==> src/rtl/alu_exec_stage.sv <==
// alu_exec_stage: EX stage of a simple pipeline.
// A combinational ALU feeds a 2-entry skid buffer. The main entry drives the
// outputs and the skid entry catches one extra operation while downstream stalls.
//
// Handshake: an operation moves in when in_valid && in_ready. It moves out when
// out_valid && out_ready. in_ready is registered, so nothing combinational runs
// from out_ready to in_ready. Data outputs hold their last value while
// out_valid=0, and consumers must qualify them with out_valid. flush empties
// both entries at the next edge and overrides every transfer in that cycle.
module alu_exec_stage #(
    parameter int DATA_W = 32,
    parameter int REG_W  = 5
) (
    input  logic              clk,
    input  logic              rst_n,
    input  logic              in_valid,
    output logic              in_ready,
    input  logic [3:0]        ALUControl,
    input  logic [DATA_W-1:0] SrcA,
    input  logic [DATA_W-1:0] SrcB,
    input  logic [REG_W-1:0]  WriteRegIn,
    input  logic              RegWriteIn,
    input  logic              flush,
    output logic              out_valid,
    input  logic              out_ready,
    output logic [DATA_W-1:0] ALUResult,
    output logic              Zero,
    output logic              Overflow,
    output logic              IllegalOp,
    output logic [REG_W-1:0]  WriteRegOut,
    output logic              RegWriteOut
);

    typedef struct packed {
        logic [DATA_W-1:0] result;
        logic              zero;
        logic              ovf;
        logic              illegal;
        logic [REG_W-1:0]  wreg;
        logic              regwrite;
    } entry_t;

    typedef enum logic [1:0] {
        S_EMPTY = 2'd0,
        S_ONE   = 2'd1,
        S_TWO   = 2'd2
    } state_t;

    state_t state_q, state_d;
    entry_t main_q, main_d;
    entry_t skid_q, skid_d;
    logic   in_ready_q, in_ready_d;
    entry_t new_c;

    logic [DATA_W-1:0] sum_c;
    logic [DATA_W-1:0] diff_c;
    logic              in_fire;
    logic              out_fire;

    assign sum_c  = SrcA + SrcB;
    assign diff_c = SrcA - SrcB;

    // ALU: build the operation's result record from the current inputs
    always_comb begin
        new_c          = '0;
        new_c.wreg     = WriteRegIn;
        case (ALUControl)
            4'b0010: begin
                new_c.result = sum_c;
                new_c.ovf    = (SrcA[DATA_W-1] == SrcB[DATA_W-1]) &&
                               (sum_c[DATA_W-1] != SrcA[DATA_W-1]);
            end
            4'b0110: begin
                new_c.result = diff_c;
                new_c.ovf    = (SrcA[DATA_W-1] != SrcB[DATA_W-1]) &&
                               (diff_c[DATA_W-1] != SrcA[DATA_W-1]);
            end
            4'b0000: new_c.result = SrcA & SrcB;
            4'b0001: new_c.result = SrcA | SrcB;
            // True signed compare; the wrapped difference sign would be wrong on overflow
            4'b0111: new_c.result = {{(DATA_W-1){1'b0}}, ($signed(SrcA) < $signed(SrcB))};
            default: new_c.illegal = 1'b1;
        endcase
        new_c.zero     = (new_c.result == '0);
        new_c.regwrite = RegWriteIn && !new_c.illegal;
    end

    assign in_fire  = in_valid && in_ready_q;
    assign out_fire = (state_q != S_EMPTY) && out_ready;

    // Next state and entry updates of the skid buffer; flush wins over any transfer
    always_comb begin
        state_d = state_q;
        main_d  = main_q;
        skid_d  = skid_q;
        if (flush) begin
            state_d = S_EMPTY;
        end else begin
            case (state_q)
                S_EMPTY: begin
                    if (in_fire) begin
                        main_d  = new_c;
                        state_d = S_ONE;
                    end
                end
                S_ONE: begin
                    if (in_fire && out_fire) begin
                        main_d = new_c;
                    end else if (in_fire) begin
                        skid_d  = new_c;
                        state_d = S_TWO;
                    end else if (out_fire) begin
                        state_d = S_EMPTY;
                    end
                end
                S_TWO: begin
                    if (out_fire) begin
                        main_d  = skid_q;
                        state_d = S_ONE;
                    end
                end
                default: state_d = S_EMPTY;
            endcase
        end
        in_ready_d = (state_d != S_TWO);
    end

    // State, entries and the registered ready; reset returns everything to EMPTY
    always_ff @(posedge clk or negedge rst_n) begin
        if (!rst_n) begin
            state_q          <= S_EMPTY;
            in_ready_q       <= 1'b1;
            main_q.result    <= '0;
            main_q.zero      <= 1'b1;
            main_q.ovf       <= 1'b0;
            main_q.illegal   <= 1'b0;
            main_q.wreg      <= '0;
            main_q.regwrite  <= 1'b0;
            skid_q           <= '0;
        end else begin
            state_q    <= state_d;
            in_ready_q <= in_ready_d;
            main_q     <= main_d;
            skid_q     <= skid_d;
        end
    end

    assign in_ready    = in_ready_q;
    assign out_valid   = (state_q != S_EMPTY);
    assign ALUResult   = main_q.result;
    assign Zero        = main_q.zero;
    assign Overflow    = main_q.ovf;
    assign IllegalOp   = main_q.illegal;
    assign WriteRegOut = main_q.wreg;
    assign RegWriteOut = main_q.regwrite;

endmodule

==> config.mk <==
export PLATFORM = sky130hd
export DESIGN_NAME = alu_exec_stage
export DESIGN_NICKNAME = d
export VERILOG_FILES = /design/src/rtl/alu_exec_stage.sv
export SDC_FILE = /design/constraint.sdc
export NUM_CORES = 1
export LEC_CHECK = 0
export ABC_AREA = 1
export CORE_UTILIZATION = 53
export CTS_CLUSTER_DIAMETER = 80
export CTS_CLUSTER_SIZE = 14
export DETAILED_ROUTE_END_ITERATION = 8
export GPL_ROUTABILITY_DRIVEN = 0
export PLACE_DENSITY = 0.8
export SLEW_MARGIN = 20
export SYNTH_ARGS = -nofsm -noshare
export SYNTH_HDL_FRONTEND = slang
export SYNTH_SLANG_ARGS = --single-unit
==> constraint.sdc <==
create_clock -name clk -period 1.7 [get_ports clk]
set_input_delay 0.17 -clock clk [delete_from_list [all_inputs] [get_ports clk]]
set_output_delay 0.17 -clock clk [all_outputs]
set_load 0.05 [all_outputs]
==> metrics.txt, run 1 <==
# TYPE chip_impl_metric gauge
chip_impl_metric{name="synth.avg_cell_area",unit="sq um"} 5.82
chip_impl_metric{name="synth-edff-count",unit=""} 0
chip_impl_metric{name="synth_mux_area_share",unit="%"} 0
chip_impl_info{name="timing.repair.worst_endpoint_type",value="sequential cell input"} 1
chip_impl_metric{name="cts-root-to-sink-buffers",unit=""} 2
chip_impl_metric{name="synthesis.yosys.warnings",unit=""} 0
chip_impl_metric{name="buffer_ports.inserted",unit=""} 121
chip_impl_metric{name="place.detailed.hpwl",unit="microns"} 28000
chip_impl_metric{name="synth.cell_area",unit="sq um"} 10200
chip_impl_metric{name="numClockSinks",unit=""} 85
chip_impl_metric{name="cts-buffers-inserted",unit=""} 9
chip_impl_metric{name="syn-num-nets",unit=""} 1946
chip_impl_info{name="result_of_the_run",value="stopped before the end"} 1
chip_impl_metric{name="asyncSetResetFlopFracSynth",unit="%"} 100
chip_impl_info{name="error",value="[ERROR DPL-0038] Utilization greater than 100%, impossible to legalize"} 1
chip_impl_metric{name="grt_max_degree",unit=""} 60
chip_impl_metric{name="synthDistinctLibCells",unit=""} 43
chip_impl_info{name="final_worst_endpoint_reported_by_repair_timing_after_global_routing",value="Zero$_DFFE_PN1P_/D"} 1
chip_impl_metric{name="compound_cell_area_share_of_the_yosys_netlist",unit="%"} 11.8
chip_impl_metric{name="floorplan.die.width",unit="microns"} 141
chip_impl_metric{name="yosys.area_share.adder",unit="%"} 13.5
chip_impl_info{name="synthFlopType",value="sky130_fd_sc_hd__dfrtp_1"} 1
chip_impl_info{name="stop_stage",value="5_1_grt"} 1
chip_impl_metric{name="placedCellCount",unit=""} 2350
chip_impl_metric{name="placement_rows",unit=""} 50
chip_impl_metric{name="floorplan.initialDensity",unit="%"} 54.3
chip_impl_metric{name="die_h",unit="microns"} 141
chip_impl_metric{name="ys_seq_area_share",unit="%"} 20.8
chip_impl_metric{name="synth.ff_latch_count",unit=""} 85
chip_impl_info{name="cts-root-buf",value="sky130_fd_sc_hd__clkbuf_16"} 1
chip_impl_metric{name="num_io_pins",unit=""} 122
chip_impl_metric{name="simple_gate_fraction_of_synth_area",unit="%"} 38.1
chip_impl_info{name="synth_top_family_by_area",value="simple AND/OR/NAND/NOR gates"} 1
chip_impl_metric{name="cts_max_level",unit=""} 3
chip_impl_metric{name="synthXorXnorAreaFrac",unit="%"} 0.257
chip_impl_metric{name="post_synth_inst_count",unit=""} 1758
[cell usage after synthesis (4+ instances only)]
cell type,number,area [sq um]
sky130_fd_sc_hd__buf_2,25,125
sky130_fd_sc_hd__nor2_2,13,81.3
sky130_fd_sc_hd__a21oi_1,75,375
sky130_fd_sc_hd__nand3b_1,10,75.1
sky130_fd_sc_hd__nand3_1,136,681
sky130_fd_sc_hd__clkbuf_1,21,78.8
sky130_fd_sc_hd__nor3_2,4,40.0
sky130_fd_sc_hd__o21bai_1,7,52.6
sky130_fd_sc_hd__inv_1,330,1240
sky130_fd_sc_hd__nand4_1,21,131
sky130_fd_sc_hd__o21ai_0,86,430
sky130_fd_sc_hd__o22ai_1,27,169
sky130_fd_sc_hd__a31oi_1,10,62.6
sky130_fd_sc_hd__nand2_1,569,2140
sky130_fd_sc_hd__nor2_1,149,559
sky130_fd_sc_hd__a21oi_2,4,35.0
sky130_fd_sc_hd__buf_4,8,60.1
sky130_fd_sc_hd__dfrtp_1,83,2080
sky130_fd_sc_hd__ha_1,107,1340
sky130_fd_sc_hd__nor3_1,13,65.1
sky130_fd_sc_hd__inv_2,18,67.6
sky130_fd_sc_hd__and2_1,6,37.5
sky130_fd_sc_hd__o21ai_1,4,20.0
[cells by family after synthesis]
kind of cell,count (synthesis)
and+or+nand+nor,933
xor gates and xnor gates,3
adders and majority gates,109
DFF,85
AOI/OAI and AO/OA,221
buffers and inverters,407
[repair_timing]
action                                  4_1_cts
endpoints found under the setup margin       69
buffers inserted                            106
hold endpoints to repair                     33
hold buffers                                  1
gates cloned                                  1
gates resized for setup                     893
pin swaps                                   295
[through the flow]
stage / cell area (sq um) / utilization [%] / hold WS, ps / worst slack, ps
after CTS: 17200 / 91.5 / 334 / -324
after detailed placement: 14300 / 75.8 / 161 / -1420
after global placement: 14300 / 75.8 / 158 / -1330
after floorplan: 11000 / - / -126 / -297
==> inputs of run 2 (changes only) <==
--- a/config.mk
+++ b/config.mk
@@ -6,12 +6,10 @@
 export NUM_CORES = 1
 export LEC_CHECK = 0
 export ABC_AREA = 1
-export CORE_UTILIZATION = 53
-export CTS_CLUSTER_DIAMETER = 80
-export CTS_CLUSTER_SIZE = 14
+export CORE_UTILIZATION = 40
 export DETAILED_ROUTE_END_ITERATION = 8
 export GPL_ROUTABILITY_DRIVEN = 0
-export PLACE_DENSITY = 0.8
+export PLACE_DENSITY_LB_ADDON = 0.15
 export SLEW_MARGIN = 20
 export SYNTH_ARGS = -nofsm -noshare
 export SYNTH_HDL_FRONTEND = slang
==> constraint.sdc (replaced) <==
create_clock -name clk -period 2.2 [get_ports clk]
set_input_delay 0.22 -clock clk [delete_from_list [all_inputs] [get_ports clk]]
set_output_delay 0.22 -clock clk [all_outputs]
set_load 0.05 [all_outputs]
==> metrics.txt, run 2 <==
# TYPE chip_impl_metric gauge
chip_impl_info{name="result_of_the_run",value="finished, violations left"} 1
chip_impl_info{name="violations",value="setup timing"} 1
chip_impl_metric{name="layout_worst_path_cycle_share",unit="%"} 102
chip_impl_metric{name="cp_max_fo",unit=""} 3
chip_impl_info{name="setup.worst_path.start_class",value="primary input"} 1
chip_impl_metric{name="power_per_cell_area",unit="nW/um^2"} 474
chip_impl_info{name="startpoint_to_endpoint_class_of_the_critical_path",value="primary input to flop"} 1
chip_impl_info{name="critPathMostFrequentCell",value="sky130_fd_sc_hd__nand2_1"} 1
chip_impl_metric{name="sequentialPowerShare",unit="%"} 25.3
chip_impl_info{name="synthTopCellsByArea",value="sky130_fd_sc_hd__nand2_1 21%, sky130_fd_sc_hd__dfrtp_1 20%, sky130_fd_sc_hd__ha_1 13%"} 1
chip_impl_metric{name="synth.avg_cell_area",unit="sq um"} 5.82
chip_impl_metric{name="ys_seq_area_share",unit="%"} 20.8
chip_impl_metric{name="drtAntennaViolNets",unit=""} 0
chip_impl_metric{name="syn-num-nets",unit=""} 1946
chip_impl_metric{name="floorplan.initialDensity",unit="%"} 40.7
chip_impl_metric{name="setup-violations-final",unit=""} 2
chip_impl_metric{name="cts-root-to-sink-buffers",unit=""} 2
chip_impl_metric{name="irDropWorstVdd",unit="uV"} 531
chip_impl_metric{name="switching_power",unit="W"} 0.00325
chip_impl_metric{name="die_area",unit="sq um"} 26200
chip_impl_metric{name="synth.ff_latch_count",unit=""} 85
chip_impl_metric{name="maxSlewViolCount",unit=""} 0
chip_impl_metric{name="cts.reportedPaths.clkPinSlew",unit="ps"} 60
chip_impl_metric{name="synth-edff-count",unit=""} 0
chip_impl_info{name="cp-end-kind",value="flop"} 1
chip_impl_info{name="cts_tree",value="done"} 1
chip_impl_metric{name="arrival",unit="ps"} 2530
chip_impl_metric{name="die_h",unit="microns"} 162
chip_impl_metric{name="internal_pwr_total",unit="W"} 0.00478
chip_impl_metric{name="grt_max_degree",unit=""} 58
chip_impl_metric{name="post_synth_inst_count",unit=""} 1758
chip_impl_metric{name="wire_length_of_the_first_global_routing_pass",unit="microns"} 58700
chip_impl_metric{name="buffer_ports.inserted",unit=""} 121
chip_impl_metric{name="switching_share",unit="%"} 40.5
chip_impl_metric{name="placement_rows",unit=""} 58
chip_impl_metric{name="place.detailed.hpwl",unit="microns"} 28200
chip_impl_info{name="synthFlopType",value="sky130_fd_sc_hd__dfrtp_1"} 1
chip_impl_info{name="setup.worst_path.start",value="SrcB[0]"} 1
chip_impl_metric{name="netlist.area_leader.share",unit="%"} 20.9
chip_impl_info{name="critical_path_slowest_stage_cell",value="sky130_fd_sc_hd__fa_2"} 1
chip_impl_info{name="cp_top_family",value="simple AND/OR/NAND/NOR gates"} 1
chip_impl_metric{name="drt_drc_violations_left",unit=""} 0
chip_impl_metric{name="antenna_found_initial",unit=""} 1
chip_impl_metric{name="asyncSetResetFlopFracSynth",unit="%"} 100
chip_impl_info{name="timing.rr.start",value="state_q[0]$_DFF_PN0_"} 1
chip_impl_metric{name="groute.usage.overall",unit="%"} 27.8
chip_impl_metric{name="drt-total-wl",unit="microns"} 38000
chip_impl_info{name="mostFrequentLayoutCells",value="436 x sky130_fd_sc_hd__nand2_1, 341 x sky130_fd_sc_hd__buf_4, 233 x sky130_fd_sc_hd__inv_1, 110 x sky130_fd_sc_hd__nand2_2, 109 x sky130_fd_sc_hd__inv_2"} 1
chip_impl_metric{name="cts_max_level",unit=""} 3
chip_impl_metric{name="synthesis.yosys.warnings",unit=""} 0
chip_impl_metric{name="grt_remaining_overflow",unit=""} 0
chip_impl_info{name="synth_top_cell_by_area",value="sky130_fd_sc_hd__nand2_1"} 1
chip_impl_metric{name="grt_pass1_vias",unit=""} 12200
chip_impl_metric{name="cpPeakStageDelay",unit="ps"} 350
chip_impl_info{name="critical_path.cell_chain",value="buf_4 > ha_4 > fa_2 > inv_2 > nand2_4 > nand2_4 > buf_4 > nand2_1 > a31oi_1 > nand2_1 > or2_4 > nor2_2 > nand3_2 > nor2_4 > nand3_2 > nand2_1 > nand2_1 > nand2_1"} 1
chip_impl_metric{name="synthDistinctLibCells",unit=""} 43
chip_impl_metric{name="num-fill-cells",unit=""} 2126
chip_impl_metric{name="synth.cell_area",unit="sq um"} 10200
chip_impl_info{name="cts-root-buf",value="sky130_fd_sc_hd__clkbuf_16"} 1
chip_impl_metric{name="number_of_vias_in_the_routed_layout",unit=""} 13100
chip_impl_metric{name="fin_nets",unit=""} 2412
chip_impl_metric{name="static-leakage-power",unit="nW"} 8.97
chip_impl_info{name="yosys-top-cells-count",value="569 x sky130_fd_sc_hd__nand2_1, 330 x sky130_fd_sc_hd__inv_1, 149 x sky130_fd_sc_hd__nor2_1, 136 x sky130_fd_sc_hd__nand3_1, 107 x sky130_fd_sc_hd__ha_1"} 1
chip_impl_info{name="hold_path.class",value="primary input to asynchronous set/reset pin"} 1
chip_impl_metric{name="cap_violations",unit=""} 0
chip_impl_metric{name="cts-buffers-inserted",unit=""} 9
chip_impl_metric{name="cp.buffers_inverters",unit=""} 3
chip_impl_metric{name="final-hold-violation-count",unit=""} 0
chip_impl_metric{name="num_io_pins",unit=""} 122
chip_impl_metric{name="clock_insertion_delay_worst_skew",unit="ps"} 340
chip_impl_metric{name="clock-skew-final",unit="ps"} 7.63
chip_impl_metric{name="numClockSinks",unit=""} 85
chip_impl_metric{name="worst_max_slew_pin_slew",unit="ps"} 551
chip_impl_metric{name="max_clock_freq",unit="MHz"} 444
chip_impl_info{name="unrepaired_setup_endpoints_after_global_routing",value="yes"} 1
chip_impl_metric{name="fraction_of_layout_instances_using_a_drive_strength_above_1",unit="%"} 42.3
chip_impl_metric{name="cp_data_required_time",unit="ps"} 2480
chip_impl_metric{name="first_iter_violations",unit=""} 1038
chip_impl_metric{name="synthToLayoutAreaGrowth",unit="%"} 65.5
chip_impl_metric{name="diodes",unit=""} 0
chip_impl_metric{name="power.share.clock",unit="%"} 20.4
chip_impl_info{name="yosysMostFrequentCell",value="sky130_fd_sc_hd__nand2_1"} 1
chip_impl_metric{name="setup-tns-final",unit="ps"} -72.6
chip_impl_metric{name="vias_per_cell",unit=""} 5.11
chip_impl_metric{name="layout_setup_ws",unit="ps"} -53.8
chip_impl_metric{name="p_comb_share",unit="%"} 54.3
chip_impl_metric{name="core-area",unit="sq um"} 25100
chip_impl_metric{name="layout.core_utilization",unit="%"} 67.4
chip_impl_metric{name="max-slew-margin-rel",unit="%"} 63.1
chip_impl_metric{name="drt_first_pass_iters",unit=""} 5
chip_impl_info{name="most_common_cell_after_layout_fill_and_taps_aside",value="sky130_fd_sc_hd__nand2_1"} 1
chip_impl_metric{name="largest_register_ffs",unit=""} 41
chip_impl_metric{name="drt-wirelength-per-cell",unit="microns"} 14.8
chip_impl_info{name="largest-register",value="skid_q"} 1
chip_impl_metric{name="floorplan.die.width",unit="microns"} 162
chip_impl_metric{name="finalCriticalPeriod",unit="ps"} 2250
run 2: path summary, 6_finish.rpt:
| check | end | slack [ps] | cells after the start |
|---|---|---|---|
| worst max-delay path | Zero$_DFFE_PN1P_ | -50 | 18 |
| worst min-delay path | WriteRegOut[3]$_DFFE_PN0P_ | 360 | 2 |
| worst max register to register | ALUResult[6]$_DFFE_PN0P_ | 520 | 8 |
| worst min register to register | skid_q[1]$_DFFE_PN0P_ | 470 | 2 |
| max in group asynchronous | in_ready$_DFF_PN1_ | 1160 | 3 |
| min in group clk | skid_q[1]$_DFFE_PN0P_ | 470 | 2 |
run 2: logic make-up after synthesis:
kind of cell,count (synthesis),share of synthesized area (%)
and+or+nand+nor,933,38.1
buffers and inverters,407,15.5
AOI/OAI and AO/OA,221,11.8
adders and majority gates,109,13.5
DFF,85,20.8
xor gates and xnor gates,3,0.257
run 2: area by class of cell:
type,count,area (sq um),area share (%)
Inverter,350,1340,7.90
Tap cell,330,413,2.44
Clock inverter,4,70.1,0.414
Clock buffer,12,256,1.52
Multi-Input combinational cell,1266,8480,50.1
Timing Repair Buffer,512,4230,25.0
Sequential cell,85,2130,12.6
run 2: timing repair:
item                                    CTS  global route
endpoints found under the setup margin   57            30
hold endpoints to repair                 29             0
buffers inserted                         70            36
resized for setup                       538           290
pin swaps                               152           193
hold buffers                              1             0
run 2: through the flow:
stage | setup slack, ps | cells | total power (W) | area (sq um) | hold slack, ps
2_1_floorplan | 37.7 | 1758 | 0.00396 | 10200 | -75.6
3_3_place_gp | -1020 | 2440 | 0.00538 | 13800 | 189
3_5_place_dp | -1030 | 2440 | 0.00544 | 13800 | 186
4_1_cts | 1.28 | 2523 | 0.00764 | 15900 | 375
5_1_grt | -175 | 2559 | 0.00848 | 16900 | 399
6_report | -53.8 | 2559 | 0.00802 | 16900 | 358
run 2: worst reg2reg max path, cell delays in order (launching register included):
cell and delay [ps]:
sky130_fd_sc_hd__dfrtp_1 430, sky130_fd_sc_hd__nor2_1 180, sky130_fd_sc_hd__o21ai_0 160, sky130_fd_sc_hd__nor2_1 180, sky130_fd_sc_hd__inv_2 70, sky130_fd_sc_hd__buf_12 180, sky130_fd_sc_hd__a21oi_1 130, sky130_fd_sc_hd__o21ai_0 100
sky130_fd_sc_hd__o21a_1 130
run 2: routing by layer:
metal / track usage, % / vias to the layer above / share of wire [%]
li1: - / 6366 / -
met1: 36.6 / 6032 / 42
met2: 46.8 / 543 / 47
met3: 1.94 / 126 / 6.8
met4: 11.7 / 0 / 4.4
met5: 0 / - / 0
run 2: power by group through the flow:
stage,Combinational [W],Sequential [W],Clock [W]
floorplan,0.00150,0.00246,0
global placement,0.00334,0.00205,0
detailed placement,0.00338,0.00206,0
CTS,0.00394,0.00203,0.00167
global route,0.00469,0.00207,0.00173
finish,0.00436,0.00203,0.00163
(Power assumes the default switching activity.)
==> inputs of run 3 (changes only) <==
--- a/config.mk
+++ b/config.mk
@@ -8,7 +8,9 @@
 export ABC_AREA = 1
 export CORE_UTILIZATION = 40
 export DETAILED_ROUTE_END_ITERATION = 8
+export DONT_BUFFER_PORTS = 1
 export GPL_ROUTABILITY_DRIVEN = 0
+export HOLD_SLACK_MARGIN = 0.06
 export PLACE_DENSITY_LB_ADDON = 0.15
 export SLEW_MARGIN = 20
 export SYNTH_ARGS = -nofsm -noshare
==> constraint.sdc (replaced) <==
create_clock -name clk -period 2.76 [get_ports clk]
set_input_delay 0.276 -clock clk [delete_from_list [all_inputs] [get_ports clk]]
set_output_delay 0.276 -clock clk [all_outputs]
set_load 0.05 [all_outputs]
==> metrics.txt, run 3 (synthesis results as in run 2) <==
# TYPE chip_impl_metric gauge
chip_impl_metric{name="power.share.clock",unit="%"} 27.0
chip_impl_metric{name="maxSlewViolCount",unit=""} 0
chip_impl_metric{name="cp_max_fo",unit=""} 5
chip_impl_metric{name="worst_max_slew_pin_slew",unit="ps"} 656
chip_impl_metric{name="max-slew-margin-rel",unit="%"} 56.3
chip_impl_info{name="critical_path.cell_chain",value="inv_1 > ha_1 > buf_4 > nor2_1 > inv_1 > nor2_1 > nand2_1 > nor3_1 > nand2_1 > nand3_1 > nand2_1 > nand3_1 > nand3_1 > nor2_1 > nand2_1 > nor2_1 > nand3_1 > nand2_1 > nand2_1 > nand2_1"} 1
chip_impl_metric{name="antenna_found_initial",unit=""} 1
chip_impl_metric{name="final-hold-violation-count",unit=""} 0
chip_impl_metric{name="placedCellCount",unit=""} 2108
chip_impl_metric{name="cpPeakStageDelay",unit="ps"} 350
chip_impl_metric{name="clock-skew-final",unit="ps"} 5.59
chip_impl_metric{name="cts-root-to-sink-buffers",unit=""} 2
chip_impl_metric{name="power_per_cell_area",unit="nW/um^2"} 447
chip_impl_info{name="mostFrequentLayoutCells",value="569 x sky130_fd_sc_hd__nand2_1, 329 x sky130_fd_sc_hd__inv_1, 148 x sky130_fd_sc_hd__nor2_1, 136 x sky130_fd_sc_hd__nand3_1, 107 x sky130_fd_sc_hd__ha_1"} 1
chip_impl_metric{name="max_clock_freq",unit="MHz"} 409
chip_impl_metric{name="cp_data_required_time",unit="ps"} 3040
chip_impl_metric{name="core-area",unit="sq um"} 25100
chip_impl_info{name="critPathMostFrequentCell",value="sky130_fd_sc_hd__nand2_1"} 1
chip_impl_info{name="capture_instance_of_the_worst_register_to_register_path",value="ALUResult[22]$_DFFE_PN0P_"} 1
chip_impl_metric{name="final_cells",unit=""} 2132
chip_impl_info{name="timing.rr.start",value="in_ready$_DFF_PN1_"} 1
chip_impl_metric{name="die_h",unit="microns"} 162
chip_impl_metric{name="numClockSinks",unit=""} 85
chip_impl_metric{name="p_comb_share",unit="%"} 34.3
chip_impl_info{name="largest-register",value="skid_q"} 1
chip_impl_metric{name="largest_register_ffs",unit=""} 41
chip_impl_metric{name="vias_per_cell",unit=""} 5.11
chip_impl_metric{name="drt_first_pass_iters",unit=""} 6
chip_impl_metric{name="fin_nets",unit=""} 1985
chip_impl_info{name="result_of_the_run",value="finished clean"} 1
chip_impl_info{name="most_common_cell_after_layout_fill_and_taps_aside",value="sky130_fd_sc_hd__nand2_1"} 1
chip_impl_metric{name="static-leakage-power",unit="nW"} 6.57
chip_impl_metric{name="layout_worst_path_cycle_share",unit="%"} 88.7
chip_impl_metric{name="switching_power",unit="W"} 0.00209
chip_impl_metric{name="layout.core_utilization",unit="%"} 45.5
chip_impl_metric{name="wire_length_of_the_first_global_routing_pass",unit="microns"} 51700
chip_impl_info{name="cts_tree",value="done"} 1
chip_impl_metric{name="cp.buffers_inverters",unit=""} 3
chip_impl_info{name="timing.hold.worst.start",value="WriteRegIn[1]"} 1
chip_impl_metric{name="diodes",unit=""} 0
chip_impl_metric{name="internal_pwr_total",unit="W"} 0.00301
chip_impl_metric{name="holdWs",unit="ps"} 71.7
chip_impl_metric{name="sequentialPowerShare",unit="%"} 38.8
chip_impl_metric{name="number_of_vias_in_the_routed_layout",unit=""} 10900
chip_impl_metric{name="first_iter_violations",unit=""} 970
chip_impl_metric{name="fraction_of_layout_instances_using_a_drive_strength_above_1",unit="%"} 7.82
chip_impl_info{name="cp-end-kind",value="flop"} 1
chip_impl_metric{name="drt_drc_violations_left",unit=""} 0
chip_impl_metric{name="grt_pass1_vias",unit=""} 10000
chip_impl_metric{name="num_io_pins",unit=""} 122
chip_impl_metric{name="drt-wirelength-per-cell",unit="microns"} 15.5
chip_impl_metric{name="clock_insertion_delay_worst_skew",unit="ps"} 330
chip_impl_metric{name="fin_total_pwr",unit="W"} 0.00510
chip_impl_info{name="timing.hold.worst_endpoint",value="skid_q[2]$_DFFE_PN0P_"} 1
chip_impl_info{name="critical_path_slowest_stage_cell",value="sky130_fd_sc_hd__ha_1"} 1
chip_impl_metric{name="arrival",unit="ps"} 2720
chip_impl_metric{name="drt-total-wl",unit="microns"} 32900
chip_impl_metric{name="drtAntennaViolNets",unit=""} 0
chip_impl_metric{name="grt_max_degree",unit=""} 86
chip_impl_metric{name="floorplan.initialDensity",unit="%"} 40.7
chip_impl_metric{name="cts-buffers-inserted",unit=""} 9
chip_impl_metric{name="finalCriticalPeriod",unit="ps"} 2450
chip_impl_metric{name="switching_share",unit="%"} 41.0
chip_impl_metric{name="buffer_ports.inserted",unit=""} 0
chip_impl_metric{name="ff2ff_path_depth",unit=""} 8
chip_impl_info{name="setup.worst_path.start_class",value="primary input"} 1
chip_impl_metric{name="placement_rows",unit=""} 58
chip_impl_metric{name="groute.usage.overall",unit="%"} 25.2
chip_impl_info{name="hold_path.class",value="primary input to flop"} 1
chip_impl_metric{name="timing.hold.worst_path_depth",unit=""} 2
chip_impl_info{name="cp_top_family",value="simple AND/OR/NAND/NOR gates"} 1
chip_impl_metric{name="regToRegSetupSlack",unit="ps"} 750
chip_impl_metric{name="die_area",unit="sq um"} 26200
chip_impl_metric{name="floorplan.die.width",unit="microns"} 162
chip_impl_metric{name="cts_max_level",unit=""} 3
chip_impl_info{name="cts-root-buf",value="sky130_fd_sc_hd__clkbuf_16"} 1
chip_impl_metric{name="synthToLayoutAreaGrowth",unit="%"} 11.8
chip_impl_metric{name="irDropWorstVdd",unit="uV"} 489
chip_impl_metric{name="cap_violations",unit=""} 0
chip_impl_info{name="startpoint_to_endpoint_class_of_the_critical_path",value="primary input to flop"} 1
chip_impl_metric{name="setup-violations-final",unit=""} 0
chip_impl_metric{name="cts.reportedPaths.clkPinSlew",unit="ps"} 60
chip_impl_info{name="unrepaired_setup_endpoints_after_global_routing",value="no"} 1
chip_impl_metric{name="place.detailed.hpwl",unit="microns"} 27300
chip_impl_metric{name="grt_remaining_overflow",unit=""} 0
==> run 3: cell count changes in the layout (fill, tap and decap cells not counted), moves of 70 or more <==
cell	before	now
sky130_fd_sc_hd__nand2_1	436	569
sky130_fd_sc_hd__inv_1	233	329
sky130_fd_sc_hd__nor2_1	78	148
sky130_fd_sc_hd__inv_2	109	18
sky130_fd_sc_hd__buf_4	341	74
sky130_fd_sc_hd__nand2_2	110	2
==> run 3: area by class of cell <==
cell class	count	area, sq um
fillers	2757	13700
multi-input cells	1266	6520
flip-flops and latches	85	2130
inverters	350	1320
repair buffers	85	713
well taps	330	413
clock buffers	12	246
clock inverters	4	95.1
==> run 3: how the worst max path moves through the flow <==
stage | start | slack, ps | depth (start not counted) | to
after floorplan | SrcA[0] | 540 | 19 | Zero$_DFFE_PN1P_
after global placement | SrcA[11] | -30 | 20 | Zero$_DFFE_PN1P_
after detailed placement | SrcB[11] | 10 | 20 | Zero$_DFFE_PN1P_
after CTS | SrcA[0] | 350 | 20 | Zero$_DFFE_PN1P_
after global routing | SrcB[6] | 130 | 20 | Zero$_DFFE_PN1P_
final | SrcB[11] | 310 | 20 | Zero$_DFFE_PN1P_
==> run 3: stage by stage <==
stage,area [sq um],setup slack [ps],TNS [ps]
global route,11400,131,0
floorplan,10200,542,0
CTS,11400,348,0
detailed placement,11000,13.5,0
finish,11400,313,0
global placement,11000,-26.5,-26.5
==> run 3: layer usage <==
| metal | global-route usage, % | vias up | part of all wire [%] |
|---|---|---|---|
| li1 | - | 5501 | - |
| met1 | 35.3 | 4947 | 46 |
| met2 | 40.3 | 409 | 44 |
| met3 | 2.48 | 48 | 7.1 |
| met4 | 8.36 | 0 | 2.6 |
| met5 | 0 | - | 0 |
==> run 3: what timing repair did <==
action | 4_1_cts | 5_1_grt
hold endpoints to repair | 92 | 0
gates resized for setup | 0 | 1
setup endpoints to repair | 0 | 4
hold buffers | 8 | 0
buffers inserted | 0 | 0
==> run 3: power by group through the flow <==
| stage | sequential (W) | combinational [W] | clock (W) |
|---|---|---|---|
| after CTS | 0.00198 | 0.00173 | 0.00140 |
| after global routing | 0.00201 | 0.00198 | 0.00146 |
| after floorplan | 0.00196 | 0.00120 | 0 |
| after global placement | 0.00200 | 0.00167 | 0 |
| after detailed placement | 0.00201 | 0.00169 | 0 |
| final | 0.00198 | 0.00175 | 0.00138 |
==> inputs of run 4 (changes only) <==
--- a/config.mk
+++ b/config.mk
@@ -6,7 +6,7 @@
 export NUM_CORES = 1
 export LEC_CHECK = 0
 export ABC_AREA = 1
-export CORE_UTILIZATION = 40
+export CORE_UTILIZATION = 30
 export DETAILED_ROUTE_END_ITERATION = 8
 export DONT_BUFFER_PORTS = 1
 export GPL_ROUTABILITY_DRIVEN = 0
==> metrics.txt, run 4 (synthesis results as in run 2) <==
# TYPE chip_impl_metric gauge
chip_impl_metric{name="clock-skew-final",unit="ps"} 4.20
chip_impl_info{name="setup.worst_path.start_class",value="primary input"} 1
chip_impl_metric{name="grt_remaining_overflow",unit=""} 0
chip_impl_metric{name="wire_length_of_the_first_global_routing_pass",unit="microns"} 56800
chip_impl_metric{name="drt-wirelength-per-cell",unit="microns"} 15.5
chip_impl_info{name="cts-root-buf",value="sky130_fd_sc_hd__clkbuf_16"} 1
chip_impl_metric{name="final-hold-violation-count",unit=""} 0
chip_impl_metric{name="grt_pass1_vias",unit=""} 10600
chip_impl_metric{name="max_clock_freq",unit="MHz"} 415
chip_impl_metric{name="cap_violations",unit=""} 0
chip_impl_metric{name="cts_max_level",unit=""} 3
chip_impl_metric{name="irDropWorstVdd",unit="uV"} 333
chip_impl_metric{name="synthToLayoutAreaGrowth",unit="%"} 17.3
chip_impl_metric{name="layout.core_utilization",unit="%"} 35.8
chip_impl_metric{name="cts-buffers-inserted",unit=""} 9
chip_impl_metric{name="placement_rows",unit=""} 67
chip_impl_info{name="cts_tree",value="done"} 1
chip_impl_info{name="most_common_cell_after_layout_fill_and_taps_aside",value="sky130_fd_sc_hd__nand2_1"} 1
chip_impl_metric{name="die_h",unit="microns"} 187
chip_impl_metric{name="fin_nets",unit=""} 2037
chip_impl_metric{name="die_area",unit="sq um"} 34800
chip_impl_info{name="largest-register",value="skid_q"} 1
chip_impl_metric{name="numClockSinks",unit=""} 85
chip_impl_metric{name="floorplan.die.width",unit="microns"} 187
chip_impl_info{name="result_of_the_run",value="finished clean"} 1
chip_impl_metric{name="layout_setup_ws",unit="ps"} 352
chip_impl_metric{name="core-area",unit="sq um"} 33500
chip_impl_metric{name="first_iter_violations",unit=""} 684
chip_impl_metric{name="cp_data_required_time",unit="ps"} 3030
chip_impl_metric{name="place_ws",unit="ps"} -35.8
chip_impl_metric{name="number_of_vias_in_the_routed_layout",unit=""} 10800
chip_impl_info{name="startpoint_to_endpoint_class_of_the_critical_path",value="primary input to flop"} 1
chip_impl_metric{name="cts.repair_timing.setup_buffer_count",unit=""} 0
chip_impl_metric{name="place.detailed.hpwl",unit="microns"} 30000
chip_impl_metric{name="finalCriticalPeriod",unit="ps"} 2410
chip_impl_metric{name="setup-violations-final",unit=""} 0
chip_impl_metric{name="antenna_found_initial",unit=""} 0
chip_impl_info{name="route.top_layer_used",value="met4"} 1
chip_impl_metric{name="postPlaceCellArea",unit="sq um"} 11500
chip_impl_metric{name="grt_max_degree",unit=""} 86
chip_impl_info{name="hold_path.class",value="primary input to flop"} 1
chip_impl_metric{name="clock_insertion_delay_worst_skew",unit="ps"} 330
chip_impl_metric{name="detailroute.wirelength.met2",unit="microns"} 15900
chip_impl_metric{name="drt_drc_violations_left",unit=""} 0
chip_impl_metric{name="worst_max_slew_pin_slew",unit="ps"} 665
chip_impl_metric{name="cp_max_fo",unit=""} 8
chip_impl_metric{name="cts-root-to-sink-buffers",unit=""} 2
chip_impl_metric{name="max-slew-margin-rel",unit="%"} 55.7
chip_impl_info{name="mostFrequentLayoutCells",value="568 x sky130_fd_sc_hd__nand2_1, 329 x sky130_fd_sc_hd__inv_1, 147 x sky130_fd_sc_hd__nor2_1, 136 x sky130_fd_sc_hd__nand3_1, 126 x sky130_fd_sc_hd__buf_4"} 1
chip_impl_metric{name="detail_route.wirelength.met1",unit="microns"} 16700
chip_impl_metric{name="drtAntennaViolNets",unit=""} 0
chip_impl_metric{name="fraction_of_layout_instances_using_a_drive_strength_above_1",unit="%"} 10.7
chip_impl_metric{name="maxSlewViolCount",unit=""} 0
chip_impl_metric{name="diodes",unit=""} 0
chip_impl_metric{name="drt-total-wl",unit="microns"} 35600
chip_impl_metric{name="power_per_cell_area",unit="nW/um^2"} 435
chip_impl_info{name="cp-end-kind",value="flop"} 1
chip_impl_metric{name="final_design_area_no_fill",unit="sq um"} 12000
chip_impl_metric{name="floorplan.initialDensity",unit="%"} 30.5
chip_impl_metric{name="drt_first_pass_iters",unit=""} 5
chip_impl_metric{name="groute.usage.overall",unit="%"} 20.7
chip_impl_metric{name="cts.reportedPaths.clkPinSlew",unit="ps"} 60
chip_impl_metric{name="vias_per_cell",unit=""} 4.70
chip_impl_metric{name="largest_register_ffs",unit=""} 41
chip_impl_metric{name="buffer_ports.inserted",unit=""} 0
chip_impl_metric{name="layout_worst_path_cycle_share",unit="%"} 87.2
chip_impl_metric{name="num_io_pins",unit=""} 122
chip_impl_metric{name="met3WireLength",unit="microns"} 2020
chip_impl_metric{name="static-leakage-power",unit="nW"} 6.81
chip_impl_metric{name="arrival",unit="ps"} 2680
chip_impl_info{name="unrepaired_setup_endpoints_after_global_routing",value="no"} 1
==> run 4: cell count changes in the layout (fill, tap and decap cells not counted), moves of 2 or more <==
cell / previous run / this run
sky130_fd_sc_hd__buf_4: 74 / 126
sky130_fd_sc_hd__clkbuf_1: 2 / 0
sky130_fd_sc_hd__clkinvlp_4: 0 / 2
sky130_fd_sc_hd__ha_1: 107 / 105
sky130_fd_sc_hd__ha_2: 0 / 2
==> run 4: final cells by class <==
| class | instances | area, sq um |
|---|---|---|
| Timing Repair Buffer | 137 | 1100 |
| Multi-Input combinational cell | 1266 | 6530 |
| Clock inverter | 6 | 110 |
| Sequential cell | 85 | 2130 |
| Clock buffer | 10 | 239 |
| Inverter | 350 | 1320 |
| Fill cell | 3802 | 21500 |
| Tap cell | 448 | 561 |
==> run 4: power by group <==
group / internal [W] / switching (W) / total [W]
clock: 0.000907 / 0.000477 / 0.00138
sequential: 0.00150 / 0.000484 / 0.00198
combinational: 0.000680 / 0.00117 / 0.00185
total: 0.00309 / 0.00213 / 0.00521
==> run 4: path summary, 6_finish.rpt <==
check	from	to	slack (ps)	depth (start not counted)
worst max-delay path	SrcB[23]	Zero$_DFFE_PN1P_	350	16
worst min-delay path	WriteRegIn[1]	skid_q[2]$_DFFE_PN0P_	70	2
worst max register to register	in_ready$_DFF_PN1_	RegWriteOut$_DFFE_PN0P_	760	8
worst min register to register	skid_q[5]$_DFFE_PN0P_	skid_q[5]$_DFFE_PN0P_	470	2
max in group asynchronous	rst_n	in_ready$_DFF_PN1_	1880	2
min in group asynchronous	rst_n	skid_q[2]$_DFFE_PN0P_	510	2
==> run 4: critical path, stage by stage <==
cell	delay [ps]
sky130_fd_sc_hd__inv_1	30
sky130_fd_sc_hd__ha_1	430
sky130_fd_sc_hd__o21ai_0	250
sky130_fd_sc_hd__a21oi_1	350
sky130_fd_sc_hd__nand2_1	150
sky130_fd_sc_hd__a21oi_1	190
sky130_fd_sc_hd__nand3_1	150
sky130_fd_sc_hd__nand3_1	110
sky130_fd_sc_hd__nand2_1	80
sky130_fd_sc_hd__nor2_1	100
sky130_fd_sc_hd__nand3_1	100
sky130_fd_sc_hd__nor2_1	130
sky130_fd_sc_hd__nand3_1	120
sky130_fd_sc_hd__nand2_1	80
sky130_fd_sc_hd__nand2_1	60
sky130_fd_sc_hd__nand2_1	50
==> run 4: through the flow <==
step                hold WS (ps)  setup TNS (ps)  cells  total power (W)
floorplan                  -19.6               0   1758          0.00316
global placement           -17.2           -61.9   2278          0.00380
detailed placement         -17.2           -50.0   2278          0.00382
CTS                         62.1               0   2302          0.00528
global route                77.9               0   2302          0.00559
finish                      70.4               0   2302          0.00521
==> run 4: what timing repair did <==
item                                    in CTS  in global routing
endpoints found under the hold margin       92                  0
resized for setup                            0                  5
endpoints found under the setup margin       0                 13
hold buffers                                 8                  0
==> run 4: layer usage <==
metal / track usage [%] / vias to the layer above
met3: 2.84 / 46
met4: 7.31 / 0
li1: - / 5610
met5: 0 / -
met1: 28.0 / 4907
met2: 33.5 / 264
